[src/rtl/mdu.sv]
// mdu: multiply/divide unit beside the ALU; owns the HI/LO result registers.
//   Latency: MULT/MULTU write {hi,lo} MUL_LAT edges after the start edge; DIV/DIVU
//   write WIDTH+1 edges after it; MTHI/MTLO write at the start edge. While busy,
//   new starts are ignored (no queuing); cancel aborts the op with no write.
// Ports:
//   i_clk, i_rst           clock and synchronous active-high reset
//   i_start, i_op          launch request and operation code (sampled only when idle)
//   i_a, i_b               rs/rt operands, latched at the start edge
//   i_cancel               pipeline flush: abort in-flight op, blocks a same-cycle start
//   o_busy                 multi-cycle op in progress
//   o_done                 one-cycle pulse when hi/lo were just written by MULT*/DIV*
//   o_hi, o_lo             committed HI/LO registers
module mdu #(
  parameter int WIDTH   = 32,
  parameter int MUL_LAT = 3
) (
  input  logic             i_clk,
  input  logic             i_rst,
  input  logic             i_start,
  input  logic [2:0]       i_op,
  input  logic [WIDTH-1:0] i_a,
  input  logic [WIDTH-1:0] i_b,
  input  logic             i_cancel,
  output logic             o_busy,
  output logic             o_done,
  output logic [WIDTH-1:0] o_hi,
  output logic [WIDTH-1:0] o_lo
);

  localparam logic [2:0] OP_MULT  = 3'b000;
  localparam logic [2:0] OP_MULTU = 3'b001;
  localparam logic [2:0] OP_DIV   = 3'b010;
  localparam logic [2:0] OP_DIVU  = 3'b011;
  localparam logic [2:0] OP_MTHI  = 3'b100;
  localparam logic [2:0] OP_MTLO  = 3'b101;

  localparam int CNT_MAX = (MUL_LAT > WIDTH) ? MUL_LAT : WIDTH;
  localparam int CW      = $clog2(CNT_MAX + 1);

  typedef enum logic [1:0] {
    S_IDLE = 2'd0,
    S_MUL  = 2'd1,
    S_DIV  = 2'd2,
    S_FIX  = 2'd3
  } state_t;

  state_t           r_state;
  state_t           w_state_nxt;
  logic [CW-1:0]    r_cnt;
  logic             r_done;
  logic [WIDTH-1:0] r_hi;
  logic [WIDTH-1:0] r_lo;

  // Operand registers. For multiply r_opa/r_opb hold the raw operands; for divide
  // r_opa holds the dividend magnitude and shifts left into the quotient while
  // r_rem accumulates the partial remainder.
  logic [WIDTH-1:0] r_opa;
  logic [WIDTH-1:0] r_opb;
  logic [WIDTH-1:0] r_rem;
  logic [WIDTH-1:0] r_a_raw;   // original dividend, returned in hi on divide-by-zero
  logic             r_signed;  // multiply: sign-extend operands
  logic             r_neg_q;   // divide: negate quotient at fix-up
  logic             r_neg_r;   // divide: negate remainder at fix-up

  logic w_launch, w_launch_div, w_mthi, w_mtlo, w_iter, w_mul_wr, w_div_wr;

  // -------------------------------------------------------------------------
  // FSM
  // -------------------------------------------------------------------------
  always_ff @(posedge i_clk) begin
    if (i_rst) r_state <= S_IDLE;
    else       r_state <= w_state_nxt;
  end

  always_comb begin
    w_state_nxt  = r_state;
    w_launch     = 1'b0;
    w_launch_div = 1'b0;
    w_mthi       = 1'b0;
    w_mtlo       = 1'b0;
    w_iter       = 1'b0;
    w_mul_wr     = 1'b0;
    w_div_wr     = 1'b0;
    case (r_state)
      S_IDLE: begin
        // cancel in the same cycle as start suppresses the launch entirely
        if (i_start && !i_cancel) begin
          case (i_op)
            OP_MULT, OP_MULTU: begin
              w_state_nxt = S_MUL;
              w_launch    = 1'b1;
            end
            OP_DIV, OP_DIVU: begin
              w_state_nxt  = S_DIV;
              w_launch     = 1'b1;
              w_launch_div = 1'b1;
            end
            OP_MTHI: w_mthi = 1'b1;
            OP_MTLO: w_mtlo = 1'b1;
            default: ;
          endcase
        end
      end
      S_MUL: begin
        if (i_cancel) begin
          w_state_nxt = S_IDLE;
        end else if (r_cnt == CW'(MUL_LAT)) begin
          w_state_nxt = S_IDLE;
          w_mul_wr    = 1'b1;
        end
      end
      S_DIV: begin
        if (i_cancel) begin
          w_state_nxt = S_IDLE;
        end else begin
          w_iter = 1'b1;
          if (r_cnt == CW'(WIDTH - 1)) w_state_nxt = S_FIX;
        end
      end
      S_FIX: begin
        w_state_nxt = S_IDLE;
        w_div_wr    = !i_cancel;
      end
      default: w_state_nxt = S_IDLE;
    endcase
  end

  // -------------------------------------------------------------------------
  // Datapath
  // -------------------------------------------------------------------------
  logic             w_op_signed;
  logic [WIDTH-1:0] w_a_mag;
  logic [WIDTH-1:0] w_b_mag;
  logic [2*WIDTH-1:0] w_ax, w_bx, w_prod;
  logic [WIDTH:0]   w_shift, w_diff;

  assign w_op_signed = ~i_op[0];
  assign w_a_mag     = (w_op_signed && i_a[WIDTH-1]) ? (~i_a + WIDTH'(1)) : i_a;
  assign w_b_mag     = (w_op_signed && i_b[WIDTH-1]) ? (~i_b + WIDTH'(1)) : i_b;

  // Sign-extending to 2*WIDTH and keeping the low 2*WIDTH product bits gives the
  // correct signed or unsigned full-width product from a single multiplier.
  assign w_ax   = {{WIDTH{r_signed & r_opa[WIDTH-1]}}, r_opa};
  assign w_bx   = {{WIDTH{r_signed & r_opb[WIDTH-1]}}, r_opb};
  assign w_prod = w_ax * w_bx;

  // Restoring step: shift next dividend bit into the remainder, try subtracting.
  assign w_shift = {r_rem, r_opa[WIDTH-1]};
  assign w_diff  = w_shift - {1'b0, r_opb};

  always_ff @(posedge i_clk) begin
    if (i_rst) begin
      r_cnt    <= '0;
      r_done   <= 1'b0;
      r_hi     <= '0;
      r_lo     <= '0;
      r_opa    <= '0;
      r_opb    <= '0;
      r_rem    <= '0;
      r_a_raw  <= '0;
      r_signed <= 1'b0;
      r_neg_q  <= 1'b0;
      r_neg_r  <= 1'b0;
    end else begin
      r_done <= w_mul_wr | w_div_wr;

      if (w_launch) begin
        r_signed <= w_op_signed;
        r_a_raw  <= i_a;
        r_rem    <= '0;
        r_neg_q  <= w_op_signed & (i_a[WIDTH-1] ^ i_b[WIDTH-1]);
        r_neg_r  <= w_op_signed & i_a[WIDTH-1];
        if (w_launch_div) begin
          r_opa <= w_a_mag;
          r_opb <= w_b_mag;
          r_cnt <= '0;
        end else begin
          r_opa <= i_a;
          r_opb <= i_b;
          r_cnt <= CW'(1);
        end
      end else if (r_state == S_MUL) begin
        r_cnt <= r_cnt + CW'(1);
      end

      if (w_iter) begin
        r_cnt <= r_cnt + CW'(1);
        if (!w_diff[WIDTH]) begin
          r_rem <= w_diff[WIDTH-1:0];
          r_opa <= {r_opa[WIDTH-2:0], 1'b1};
        end else begin
          r_rem <= w_shift[WIDTH-1:0];
          r_opa <= {r_opa[WIDTH-2:0], 1'b0};
        end
      end

      if (w_mul_wr) begin
        r_hi <= w_prod[2*WIDTH-1:WIDTH];
        r_lo <= w_prod[WIDTH-1:0];
      end

      if (w_div_wr) begin
        if (r_opb == '0) begin
          r_lo <= {WIDTH{1'b1}};
          r_hi <= r_a_raw;
        end else begin
          // MIN/-1 falls out naturally: magnitude 2^(W-1) negated wraps to itself
          r_lo <= r_neg_q ? -r_opa : r_opa;
          r_hi <= r_neg_r ? -r_rem : r_rem;
        end
      end

      if (w_mthi) r_hi <= i_a;
      if (w_mtlo) r_lo <= i_a;
    end
  end

  assign o_busy = (r_state != S_IDLE);
  assign o_done = r_done;
  assign o_hi   = r_hi;
  assign o_lo   = r_lo;

endmodule

[config.mk]
export PLATFORM = sky130hd
export DESIGN_NAME = mdu
export DESIGN_NICKNAME = d
export VERILOG_FILES = /design/src/rtl/mdu.sv
export SDC_FILE = /design/constraint.sdc
export NUM_CORES = 2
export LEC_CHECK = 0
export ABC_AREA = 1
export CAP_MARGIN = 5
export CORE_UTILIZATION = 50
export CTS_CLUSTER_SIZE = 12
export DETAILED_ROUTE_END_ITERATION = 10
export PLACE_DENSITY = 0.67
export SYNTH_ARGS = -nofsm -noshare
export SYNTH_HDL_FRONTEND = slang
export SYNTH_SLANG_ARGS = --single-unit
[constraint.sdc]
create_clock -name i_clk -period 15.9 [get_ports i_clk]
set_input_delay 2.385 -clock i_clk [delete_from_list [all_inputs] [get_ports i_clk]]
set_output_delay 2.385 -clock i_clk [all_outputs]
set_load 0.03 [all_outputs]
==> impl_results.html <==
<table>
<tr><th>Metric</th><th>Value</th></tr>
<tr><th colspan="2">Synthesis</th></tr>
<tr><td>Netlist Area Pre-Place</td><td>roughly 0.054 mm^2</td></tr>
<tr><td>Syn Inst Count</td><td>~7300</td></tr>
<tr><td>Syn_nets</td><td>about 9000</td></tr>
<tr><td>Mean cell area of the mapped netlist</td><td>roughly 7.4 um^2</td></tr>
<tr><td>Number of enable flip-flop cells after synthesis</td><td>0</td></tr>
<tr><td>Async set or reset register ratio after synthesis</td><td>0</td></tr>
<tr><td>Synth Flop Type</td><td>sky130_fd_sc_hd__dfxtp_1</td></tr>
<tr><td>Number of different library cells in the post-synthesis netlist</td><td>between 50 and 60</td></tr>
<tr><td>Synth Register Bits</td><td>approximately 200</td></tr>
<tr><td>Post-synthesis sequential area ratio</td><td>0.0754</td></tr>
<tr><td>Warnings from Yosys</td><td>0</td></tr>
<tr><th colspan="2">Finish</th></tr>
<tr><td>Commonest non-fill, non-tap cell in the layout</td><td>sky130_fd_sc_hd__inv_1</td></tr>
<tr><td>Final core utilization</td><td>0.536</td></tr>
<tr><td>Nets</td><td>8642</td></tr>
<tr><td>Area growth from synthesis to layout</td><td>6.07%</td></tr>
<tr><td>N_diodes</td><td>0</td></tr>
<tr><td>Fraction of layout cells with a size suffix above 1</td><td>0.0288</td></tr>
<tr><td>Most used cells in the layout excluding fill and tap cells</td><td>1901 x sky130_fd_sc_hd__inv_1, 1778 x sky130_fd_sc_hd__nand2_1, 1126 x sky130_fd_sc_hd__fa_1, 396 x sky130_fd_sc_hd__nor2_1, 339 x sky130_fd_sc_hd__a21oi_1</td></tr>
<tr><th colspan="2">Clock network</th></tr>
<tr><td>Clk root buf</td><td>sky130_fd_sc_hd__clkbuf_16</td></tr>
<tr><td>Clock Pin Slew Worst Setup and Hold Paths</td><td>60 ps</td></tr>
<tr><td>TritonCTS clock tree</td><td>built</td></tr>
<tr><td>Sinks on Clock Net</td><td>~200</td></tr>
<tr><td>Gates resized, CTS repair</td><td>0</td></tr>
<tr><td>H-tree depth</td><td>1</td></tr>
<tr><td>Clock buffer count from CTS</td><td>28</td></tr>
<tr><td>Source-to-sink clock delay at the later pin of the worst-skew pair</td><td>between 600 and 700 ps</td></tr>
<tr><td>Clock buffer depth</td><td>3</td></tr>
<tr><td>Hold Buf Count CTS</td><td>0</td></tr>
<tr><td>Setup Fix Bufs, Post-CTS</td><td>0</td></tr>
<tr><th colspan="2">Pwr</th></tr>
<tr><td>Share of total power in sequential cells</td><td>0.277</td></tr>
<tr><td>Total power density per cell area</td><td>about 35 mW/mm^2</td></tr>
<tr><td>Power consumption</td><td>around 2.0 mW</td></tr>
<tr><td>Leakage power summed over all cells</td><td>between 30 and 40 nW</td></tr>
<tr><td>Combinational fraction of design power</td><td>0.389</td></tr>
<tr><td>Clk network pwr share</td><td>0.333</td></tr>
<tr><td>Maximum resistive drop on vdd</td><td>0.0851 mV</td></tr>
<tr><td>Net switching share of the total power</td><td>0.432</td></tr>
<tr><td>Internal power of the cells</td><td>~1.1 mW</td></tr>
<tr><td>Switching component of the power</td><td>approximately 860 uW</td></tr>
<tr><th colspan="2">Detailed routing</th></tr>
<tr><td>Drt total wl</td><td>192000 um</td></tr>
<tr><td>Routed wire length per instance</td><td>22.3 um</td></tr>
<tr><td>Number of nets still failing antenna checks after routing</td><td>0</td></tr>
<tr><td>First-pass DRT Iterations</td><td>6</td></tr>
<tr><td>Post-route DRC violation count</td><td>0</td></tr>
<tr><td>Via count of the routed design</td><td>around 47000</td></tr>
<tr><td>Detailed router's first-iteration violation count</td><td>4483</td></tr>
<tr><td>Via density</td><td>~5.5</td></tr>
<tr><th colspan="2">STA</th></tr>
<tr><td>Shortest clock period the worst path allows after layout</td><td>between 9000 and 10000 ps</td></tr>
<tr><td>Maximum clock rate</td><td>around 0.10 GHz</td></tr>
<tr><td>Clock Skew</td><td>around 36 ps</td></tr>
<tr><td>Slew at the pin with the worst max-slew slack</td><td>around 1100 ps</td></tr>
<tr><td>Total count of hold-check failures in the final report</td><td>0</td></tr>
<tr><td>Unrepaired setup endpoints after global routing</td><td>no</td></tr>
<tr><td>Number of pins with negative max-slew slack in the final report</td><td>0</td></tr>
<tr><td>Headroom to the max-slew limit</td><td>0.294</td></tr>
<tr><td>Number of setup violations in the final report</td><td>0</td></tr>
<tr><td>Hold WS</td><td>454 ps</td></tr>
<tr><td>Setup_tns</td><td>0 ps</td></tr>
<tr><td>Ratio of final minimum period to clock period</td><td>0.601</td></tr>
<tr><th colspan="2">Global routing</th></tr>
<tr><td>First-pass GRT wire length</td><td>296000 um</td></tr>
<tr><td>Largest net degree at the start of global routing</td><td>76</td></tr>
<tr><td>Total grt overflow</td><td>0</td></tr>
<tr><td>Overall global routing resource usage</td><td>0.360</td></tr>
<tr><td>Vias in the first global route</td><td>48800</td></tr>
<tr><td>Number of antenna violations at the first check in global routing</td><td>12</td></tr>
<tr><th colspan="2">Hold path</th></tr>
<tr><td>Class of the tightest hold or removal check</td><td>reg2reg</td></tr>
<tr><td>Cells on Worst Hold Path</td><td>2</td></tr>
<tr><td>Sink of the worst hold path</td><td>r_a_raw[15]$_SDFFE_PP0P_</td></tr>
<tr><td>Hold path start</td><td>r_a_raw[15]$_SDFFE_PP0P_</td></tr>
<tr><th colspan="2">Critical path</th></tr>
<tr><td>Number of cells on the worst reg-to-reg path</td><td>26</td></tr>
<tr><td>Critical path class</td><td>reg2reg</td></tr>
<tr><td>Maximum fanout count along the critical path</td><td>21</td></tr>
<tr><td>Nature of the critical path endpoint</td><td>flop</td></tr>
<tr><td>Category of the worst setup path launch point</td><td>flop</td></tr>
<tr><td>Critical Path RT</td><td>around 16000 ps</td></tr>
<tr><td>R2R Setup Slk</td><td>6350 ps</td></tr>
<tr><td>Reg-to-reg startpoint</td><td>r_opb[0]$_SDFFE_PP0P_</td></tr>
<tr><td>Arrival time at the worst endpoint</td><td>around 10000 ps</td></tr>
<tr><td>Reg-to-reg critical path endpoint</td><td>o_hi[30]$_SDFFE_PP0P_</td></tr>
<tr><td>Worst setup path startpoint</td><td>r_opb[0]$_SDFFE_PP0P_</td></tr>
<tr><th colspan="2">Placed design</th></tr>
<tr><td>Detailed placement HPWL</td><td>159000 um</td></tr>
<tr><td>I/O Buffers</td><td>approximately 140</td></tr>
<tr><td>Last weighted congestion value of the routability-driven placer</td><td>1.03</td></tr>
<tr><th colspan="2">Run status</th></tr>
<tr><td>Outcome</td><td>finished clean</td></tr>
<tr><th colspan="2">Floorplanning</th></tr>
<tr><td>I/O pin count</td><td>137</td></tr>
<tr><td>Vertical extent of the die</td><td>~330 um</td></tr>
<tr><td>Rows</td><td>120</td></tr>
<tr><td>Floorplan die width</td><td>around 330 um</td></tr>
<tr><td>Area enclosed by the die boundary</td><td>between 0.1 and 0.15 mm^2</td></tr>
<tr><td>Core footprint</td><td>~0.11 mm^2</td></tr>
<tr><td>Effective utilization at floorplan</td><td>0.505</td></tr>
<tr><th colspan="2">Run</th></tr>
<tr><td># Max-Cap Violations</td><td>0</td></tr>
</table>
[sequential cells by signal, summed over array words and instances (netlist names), 2 cells and up]
register,flops
r_cnt,6
r_opa,32
r_a_raw,32
r_rem,32
o_lo,32
o_hi,32
r_state,2
r_opb,32
[Yosys cell counts (16+ instances only)]
| master | count | area, um^2 |
|---|---|---|
| sky130_fd_sc_hd__inv_1 | 1902 | 7140 |
| sky130_fd_sc_hd__nand2_1 | 1779 | 6680 |
| sky130_fd_sc_hd__fa_1 | 1126 | 22500 |
| sky130_fd_sc_hd__nor2_1 | 398 | 1490 |
| sky130_fd_sc_hd__a21oi_1 | 339 | 1700 |
| sky130_fd_sc_hd__clkbuf_1 | 287 | 1080 |
| sky130_fd_sc_hd__ha_1 | 250 | 3130 |
| sky130_fd_sc_hd__nand3_1 | 242 | 1210 |
| sky130_fd_sc_hd__dfxtp_1 | 204 | 4080 |
| sky130_fd_sc_hd__o21ai_0 | 198 | 991 |
| sky130_fd_sc_hd__xor2_1 | 79 | 692 |
| sky130_fd_sc_hd__buf_1 | 53 | 199 |
| sky130_fd_sc_hd__nand4_1 | 48 | 300 |
| sky130_fd_sc_hd__o221ai_1 | 47 | 412 |
| sky130_fd_sc_hd__a31oi_1 | 34 | 213 |
| sky130_fd_sc_hd__nor3_1 | 32 | 160 |
| sky130_fd_sc_hd__xnor2_1 | 27 | 236 |
| sky130_fd_sc_hd__buf_2 | 25 | 125 |
| sky130_fd_sc_hd__o211ai_1 | 21 | 158 |
| sky130_fd_sc_hd__o22ai_1 | 19 | 119 |
| sky130_fd_sc_hd__inv_2 | 17 | 63.8 |
| sky130_fd_sc_hd__nor4_1 | 16 | 100 |
| sky130_fd_sc_hd__o21ai_1 | 16 | 80.1 |
| sky130_fd_sc_hd__o21bai_1 | 16 | 120 |
[stage by stage]
stage	std cells	instance area, um^2	worst slack [ps]
floorplan	7307	54100	8460
global placement	8568	56500	6410
detailed placement	8568	56500	6330
CTS	8618	57400	6300
global route	8618	57400	5940
finish	8618	57400	6350
[worst max-delay path by stage]
| stage | endpoint | slack [ps] |
|---|---|---|
| floorplan | o_hi[31]$_SDFFE_PP0P_ | 8460 |
| global placement | o_hi[29]$_SDFFE_PP0P_ | 6410 |
| detailed placement | o_hi[29]$_SDFFE_PP0P_ | 6330 |
| CTS | o_hi[29]$_SDFFE_PP0P_ | 6300 |
| global route | o_hi[29]$_SDFFE_PP0P_ | 5940 |
| finish | o_hi[30]$_SDFFE_PP0P_ | 6350 |
[cell type report]
cell class | instances | area (um^2)
tap | 1403 | 1760
clock inverter | 12 | 154
inverter | 1921 | 7210
clock buffer | 38 | 768
fill | 10500 | 49800
sequential | 204 | 4090
timing repair buffer | 232 | 2080
multi-input combinational | 4808 | 41400
[metal layers]
| layer | track usage | part of all wire |
|---|---|---|
| met1 | 0.486 | 0.41 |
| met2 | 0.596 | 0.47 |
| met3 | 0.0490 | 0.078 |
| met4 | 0.120 | 0.039 |
| met5 | 0 | 0.00032 |
[critical path: stages (launching register included)]
cell	delay [ps]
sky130_fd_sc_hd__dfxtp_1	1010
sky130_fd_sc_hd__buf_4	440
sky130_fd_sc_hd__inv_1	100
sky130_fd_sc_hd__nor2_1	300
sky130_fd_sc_hd__fa_1	530
sky130_fd_sc_hd__fa_1	640
sky130_fd_sc_hd__fa_1	550
sky130_fd_sc_hd__fa_1	960
sky130_fd_sc_hd__inv_1	410
sky130_fd_sc_hd__fa_1	580
sky130_fd_sc_hd__inv_1	50
sky130_fd_sc_hd__fa_1	530
sky130_fd_sc_hd__inv_1	50
sky130_fd_sc_hd__fa_1	450
sky130_fd_sc_hd__fa_1	490
sky130_fd_sc_hd__inv_1	40
sky130_fd_sc_hd__ha_1	410
sky130_fd_sc_hd__nand2_1	150
sky130_fd_sc_hd__nor2_1	130
sky130_fd_sc_hd__inv_1	110
sky130_fd_sc_hd__nor2_1	150
sky130_fd_sc_hd__inv_1	120
sky130_fd_sc_hd__nor2_1	260
sky130_fd_sc_hd__nand3_1	370
sky130_fd_sc_hd__nand3_1	210
sky130_fd_sc_hd__nand3_1	200
sky130_fd_sc_hd__a21oi_1	200
[cells by family after synthesis]
family,Yosys count,share of synthesized area
xor+xnor,106,0.0172
fa+ha+maj,1376,0.474
flops,204,0.0754
compound gates,752,0.0792
buf+inv,2295,0.161
simple gates,2574,0.193
[power groups by stage]
stage / registers, mW / clock network (mW) / logic, mW
6_report: 0.550 / 0.661 / 0.772
3_3_place_gp: 0.559 / 0 / 0.752
4_1_cts: 0.549 / 0.658 / 0.760
5_1_grt: 0.551 / 0.677 / 0.836
2_1_floorplan: 0.555 / 0 / 0.458
3_5_place_dp: 0.560 / 0 / 0.753
(Power assumes the default switching activity.)
